## src/rtl/fetch_unit_pkg.sv

```systemverilog
// rtl/fetch_unit_pkg.sv - shared types and constants for the instruction-fetch stage
package fetch_unit_pkg;

    typedef enum logic [2:0] {
        ST_IDLE = 3'd0,
        ST_REQ  = 3'd1,
        ST_WAIT = 3'd2,
        ST_HOLD = 3'd3,
        ST_DROP = 3'd4
    } fetch_state_t;

    localparam logic [31:0] NOP_INS          = 32'h0000_0000;
    localparam logic [31:0] RESET_PC_DEFAULT = 32'h0000_0000;
    localparam logic [31:0] PC_INCR          = 32'd4;

    // Modulo-2^32 increment; low address bits are carried through untouched.
    function automatic logic [31:0] pc_plus4(input logic [31:0] p);
        return p + PC_INCR;
    endfunction

endpackage

```

## src/rtl/fetch_unit_if_id_reg.sv

```systemverilog
// rtl/fetch_unit_if_id_reg.sv - IF/ID pipeline register {ins, pc4, valid} with load/bubble/hold
module if_id_reg
    import fetch_unit_pkg::*;
(
    input  logic        clk,
    input  logic        rst_n,
    input  logic        load,
    input  logic        bubble,
    input  logic [31:0] ins_d,
    input  logic [31:0] pc4_d,
    output logic [31:0] ins,
    output logic [31:0] pc4,
    output logic        valid
);

    // Load wins over bubble; neither asserted means hold. A bubble keeps pc4.
    always_ff @(posedge clk or negedge rst_n) begin
        if (!rst_n) begin
            ins   <= NOP_INS;
            pc4   <= 32'h0;
            valid <= 1'b0;
        end else if (load) begin
            ins   <= ins_d;
            pc4   <= pc4_d;
            valid <= 1'b1;
        end else if (bubble) begin
            ins   <= NOP_INS;
            valid <= 1'b0;
        end
    end

endmodule

```

## src/rtl/fetch_unit.sv

```systemverilog
// rtl/fetch_unit.sv - PC, single-outstanding imem request FSM, hold buffer and IF/ID load control
module fetch_unit
    import fetch_unit_pkg::*;
#(
    parameter logic [31:0] RESET_PC = RESET_PC_DEFAULT
) (
    input  logic        clk,
    input  logic        rst_n,
    input  logic        pc_write,
    input  logic        if_id_write,
    input  logic        redirect,
    input  logic [31:0] redirect_pc,
    output logic        imem_req,
    output logic [31:0] imem_addr,
    input  logic        imem_rvalid,
    input  logic [31:0] imem_rdata,
    output logic [31:0] pc,
    output logic [31:0] if_id_ins,
    output logic [31:0] if_id_pc4,
    output logic        if_id_valid
);

    fetch_state_t state_q, state_d;
    logic [31:0]  pc_q, pc_d;
    logic [31:0]  hold_q, hold_d;
    logic         req_q;
    logic [31:0]  addr_q;
    logic         advance;
    logic         deliver;
    logic [31:0]  deliver_ins;
    logic         ifid_bubble;
    logic [31:0]  pc4_cur;

    assign advance = pc_write & if_id_write;
    assign pc4_cur = pc_plus4(pc_q);

    always_comb begin
        state_d     = state_q;
        pc_d        = pc_q;
        hold_d      = hold_q;
        deliver     = 1'b0;
        deliver_ins = imem_rdata;

        case (state_q)
            ST_IDLE: begin
                if (redirect) pc_d = redirect_pc;
                state_d = ST_REQ;
            end
            ST_REQ: begin
                if (redirect) begin
                    pc_d    = redirect_pc;
                    state_d = ST_DROP;
                end else begin
                    state_d = ST_WAIT;
                end
            end
            ST_WAIT: begin
                if (redirect) begin
                    // A response arriving with the redirect is simply thrown away;
                    // otherwise it is still in flight and must be swallowed later.
                    pc_d    = redirect_pc;
                    state_d = imem_rvalid ? ST_REQ : ST_DROP;
                end else if (imem_rvalid) begin
                    if (advance) begin
                        deliver = 1'b1;
                        pc_d    = pc4_cur;
                        state_d = ST_REQ;
                    end else begin
                        hold_d  = imem_rdata;
                        state_d = ST_HOLD;
                    end
                end
            end
            ST_HOLD: begin
                deliver_ins = hold_q;
                if (redirect) begin
                    pc_d    = redirect_pc;
                    state_d = ST_REQ;
                end else if (advance) begin
                    deliver = 1'b1;
                    pc_d    = pc4_cur;
                    state_d = ST_REQ;
                end
            end
            ST_DROP: begin
                if (redirect) pc_d = redirect_pc;
                if (imem_rvalid) state_d = ST_REQ;
            end
            default: begin
                state_d = ST_IDLE;
            end
        endcase
    end

    // Request strobe and address are registered from next-state so they are glitch-free.
    always_ff @(posedge clk or negedge rst_n) begin
        if (!rst_n) begin
            state_q <= ST_IDLE;
            pc_q    <= RESET_PC;
            hold_q  <= NOP_INS;
            req_q   <= 1'b0;
            addr_q  <= RESET_PC;
        end else begin
            state_q <= state_d;
            pc_q    <= pc_d;
            hold_q  <= hold_d;
            req_q   <= (state_d == ST_REQ);
            addr_q  <= pc_d;
        end
    end

    assign ifid_bubble = redirect | (if_id_write & ~deliver);

    if_id_reg u_if_id_reg (
        .clk    (clk),
        .rst_n  (rst_n),
        .load   (deliver),
        .bubble (ifid_bubble),
        .ins_d  (deliver_ins),
        .pc4_d  (pc4_cur),
        .ins    (if_id_ins),
        .pc4    (if_id_pc4),
        .valid  (if_id_valid)
    );

    assign imem_req  = req_q;
    assign imem_addr = addr_q;
    assign pc        = pc_q;

endmodule
```

## config.mk

```make
export PLATFORM = sky130hd
export DESIGN_NAME = fetch_unit
export DESIGN_NICKNAME = d
export VERILOG_FILES = /design/src/rtl/fetch_unit_pkg.sv /design/src/rtl/fetch_unit_if_id_reg.sv /design/src/rtl/fetch_unit.sv
export SDC_FILE = /design/constraint.sdc
export NUM_CORES = 1
export LEC_CHECK = 0
export ABC_CLOCK_PERIOD_IN_PS = 3900
export CAP_MARGIN = 30
export CORE_MARGIN = 1
export CORE_UTILIZATION = 52
export CTS_BUF_LIST = sky130_fd_sc_hd__clkbuf_2 sky130_fd_sc_hd__clkbuf_4 sky130_fd_sc_hd__clkbuf_8
export CTS_CLUSTER_SIZE = 8
export DETAILED_ROUTE_END_ITERATION = 8
export GPL_TIMING_DRIVEN = 1
export HOLD_SLACK_MARGIN = 0.15
export PLACE_DENSITY = 0.86
export SETUP_SLACK_MARGIN = 0.15
export SLEW_MARGIN = 30
export SYNTH_ARGS = -nofsm -noshare
export SYNTH_HDL_FRONTEND = slang
export SYNTH_SLANG_ARGS = --single-unit
```

## constraint.sdc

```tcl
create_clock -name clk -period 3.9 [get_ports clk]
set_input_delay 0.975 -clock clk [delete_from_list [all_inputs] [get_ports clk]]
set_output_delay 0.975 -clock clk [all_outputs]
set_load 0.005 [all_outputs]
```

==> flow_summary_export.csv <==
group,metric,value,unit
run_status,outcome,"finished clean",
timing,hold_viol_final,0,
pwr,p_int,0.00393,W
place,post-place-ws,695,ps
timing,worst_clock_skew,13.6,ps
pwr,clockPowerShare,0.186,
timing,period_needed,2760,ps
global_routing,grt_pass1_wl,26.1,mm
setup_path,worst-path-max-fanout,30,
detailed_routing,num_vias,5409,
timing,setup_slack,1140,ps
synthesis,yosys.area.top_type,"dfrtp_1",
place,placed_area,8440,um^2
floorplanning,core,12100,um^2
timing,timing.setup.tns,0,ps
synthesis,synth_cell_type_count,50,
detailed_routing,route.detailed.drc,0,
synthesis,avgSynthCellArea,10.2,um^2
final_layout,layout_common_cells,"clkdlybuf4s50_1 (198), dfrtp_1 (133), nand2_1 (102), o21ai_0 (69), mux2_2 (35)",
setup_path,cp-start-kind,"input pin",
cts,cts_made_buffers,17,
pwr,p_switching,0.00209,W
synthesis,synth_top_flop_cell,"dfrtp_1",
synthesis,synth_fp_nets,709,
cts,numClockSinks,133,
final_layout,n_antenna_cell,0,
timing,worstMarginPinSlew,792,ps
synthesis,ys_ff_latch,133,
pwr,p_comb_frac,0.408,
pwr,switching_share,0.347,
place,gp_congestion,0.835,
setup_path,worstPathArrival,3080,ps
synthesis,synth-edff-count,0,
synthesis,yosys.area.top_type_share,0.509,
floorplanning,io_pins,200,
cts,path_clk_slew,70,ps
detailed_routing,avgRoutedWirePerCell,16.6,um
final_layout,nets,867,
job,maxCapViolCount,0,
pwr,power_density,682,nW/um^2
floorplanning,chipHeight,114,um
floorplanning,dieArea,13000,um^2
setup_path,path_buf_inv,2,
timing,relSlewSlack,0.458,
cts,cts_resized,0,
timing,final_max_slew_viol_count,0,
synthesis,synth_cells,638,
final_layout,drive_gt1_frac,0.122,
setup_path,r2r-start,"imem_addr[2]",
detailed_routing,wirelength,16.2,mm
worst_hold_path,hold_class,"reg2reg",
setup_path,max_stage_delay,760,ps
global_routing,grtUsageTotal,0.257,
setup_path,cp.depth,5,
synthesis,yosys_warnings,0,
setup_path,ff2ff_path_depth,6,
setup_path,worstSetupEndpointType,"flop",
synthesis,syn_area,6530,um^2
pwr,p_seq_frac,0.406,
timing,fmax,362,MHz
detailed_routing,first_pass_iters,5,
cts,postCtsSetupBuffers,0,
pwr,power,0.00602,W
timing,setup_violations,0,
setup_path,cpLargestDelayFamily,"buffers and inverters",
final_layout,multiInputGateArea,2790,um^2
floorplanning,die_w,114,um
detailed_routing,drtAntennaViolNets,0,
pwr,max-vdd-ir-drop,402,uV
global_routing,grt_antenna_before_repair,0,
global_routing,grt_max_degree,88,
pwr,cellLeakagePower,3.86,nW
setup_path,worstPathRequired,4220,ps
final_layout,stdcell_area,8830,um^2
floorplanning,initial_core_util,0.539,
setup_path,cp_slowest_cell,"or3_2",
synthesis,ys_async_sr_fraction,1.00,
final_layout,syn2layout_area_growth,35.1,%
timing,grt_setup_unrepaired,"no",
place,portBuffers,199,
final_layout,register_area,3330,um^2
synthesis,synthTopCellsByArea,"dfrtp_1 (51%), mux2_2 (6.0%), nand2_1 (5.9%), o21ai_0 (5.3%), mux2i_1 (4.9%)",
setup_path,path_cells,"clkdlybuf4s50_1 > o211ai_1 > or3_2 > buf_4 > mux2_2",
cts,cts_tree,"built",
global_routing,grt_pass1_vias,5282,
final_layout,nFillCells,880,
place,dp.final_hpwl,11.4,mm
timing,fin_crit_sh,0.708,
detailed_routing,drtIter0Drc,358,
detailed_routing,viasPerCell,5.54,
setup_path,cp-endpoint,"u_if_id_reg.pc4[0]",
global_routing,grt_overflow_total,0,
floorplanning,rows,40,
final_layout,layout_commonest_cell,"clkdlybuf4s50_1",
synthesis,synth-seq-area-share,0.509,
setup_path,timing.reg2reg.setup_slack,1590,ps
cts,cts-htree-levels,4,
setup_path,startpoint,"imem_rvalid",
cts,insertion_delay,440,ps
cts,ctsRootBufferMaster,"clkbuf_8",
cts,clockBufferDepth,2,
setup_path,critical_path_class,"in2reg",
cts,cts_hold_buffers,0,
setup_path,r2r_end,"imem_addr[28]",
registers in the layout, indices dropped and copies added (netlist names):
| signal | flops |
|---|---|
| u_if_id_reg.valid | 1 |
| imem_addr | 32 |
| imem_req | 1 |
| u_if_id_reg.ins | 32 |
| u_if_id_reg.pc4 | 32 |
| hold_q | 32 |
| state_q | 3 |
metrics by stage:
stage | instances | hold slack, ps | util
final | 977 | 486 | 0.729
after global routing | 977 | 508 | 0.729
after CTS | 977 | 489 | 0.729
after detailed placement | 945 | 470 | 0.697
after global placement | 944 | 460 | 0.695
after floorplan | 638 | 471 | -
kinds of logic after synthesis:
kind of cell               after synthesis  synth area share
AOI/OAI and AO/OA                      154             0.140
xor gates and xnor gates                28            0.0375
adders and majority gates                1           0.00192
buffers and inverters                   74            0.0668
DFF                                    133             0.509
muxes                                   67             0.109
and+or+nand+nor                        181             0.135
cell type report:
| type | instances | area share |
|---|---|---|
| clock buffers | 20 | 0.0305 |
| well taps | 168 | 0.0238 |
| inverters | 1 | 0.000425 |
| repair buffers | 212 | 0.239 |
| flip-flops and latches | 133 | 0.377 |
| multi-input cells | 431 | 0.316 |
| clock inverters | 12 | 0.0135 |
power groups by stage:
stage / sequential [W] / combinational [W] / clock, W
3_3_place_gp: 0.00242 / 0.00238 / 0
6_report: 0.00244 / 0.00246 / 0.00112
4_1_cts: 0.00244 / 0.00248 / 0.00114
5_1_grt: 0.00252 / 0.00266 / 0.00122
2_1_floorplan: 0.00233 / 0.00139 / 0
3_5_place_dp: 0.00246 / 0.00246 / 0
layer usage:
layer	wire [um]	part of all wire	vias to the layer above	track usage
met3	1150	0.071	26	0.0603
met4	184	0.011	0	0.0727
li1	-	-	2534	-
met2	7970	0.49	231	0.437
met1	6930	0.43	2618	0.329
met5	0	0	-	0
cell usage after synthesis, types with 16 or more instances:
library cell	count
nor2_1	20
mux2i_1	32
o22ai_1	16
o21ai_0	69
xor2_1	21
mux2_2	35
dfrtp_1	133
a21oi_1	30
nand2_1	103
buf_4	37
clkbuf_1	20
nand3_1	17
worst min path at each step:
stage                     cells past startpoint                 from             endpoint
after CTS                                     2  u_if_id_reg.ins[18]  u_if_id_reg.ins[18]
after floorplan                               2    u_if_id_reg.valid    u_if_id_reg.valid
after global routing                          2  u_if_id_reg.ins[14]  u_if_id_reg.ins[14]
final                                         2   u_if_id_reg.pc4[5]   u_if_id_reg.pc4[5]
after global placement                        2  u_if_id_reg.ins[19]  u_if_id_reg.ins[19]
after detailed placement                      2  u_if_id_reg.ins[18]  u_if_id_reg.ins[18]
worst reg2reg max path, cell delays in order, from the launching register on:
cell and delay [ps]:
dfrtp_1 520, ha_1 290, nand3_1 210, nor4_4 530, nand3_1 240, a21oi_1 250, a2bb2oi_1 190
(Power assumes the default switching activity.)
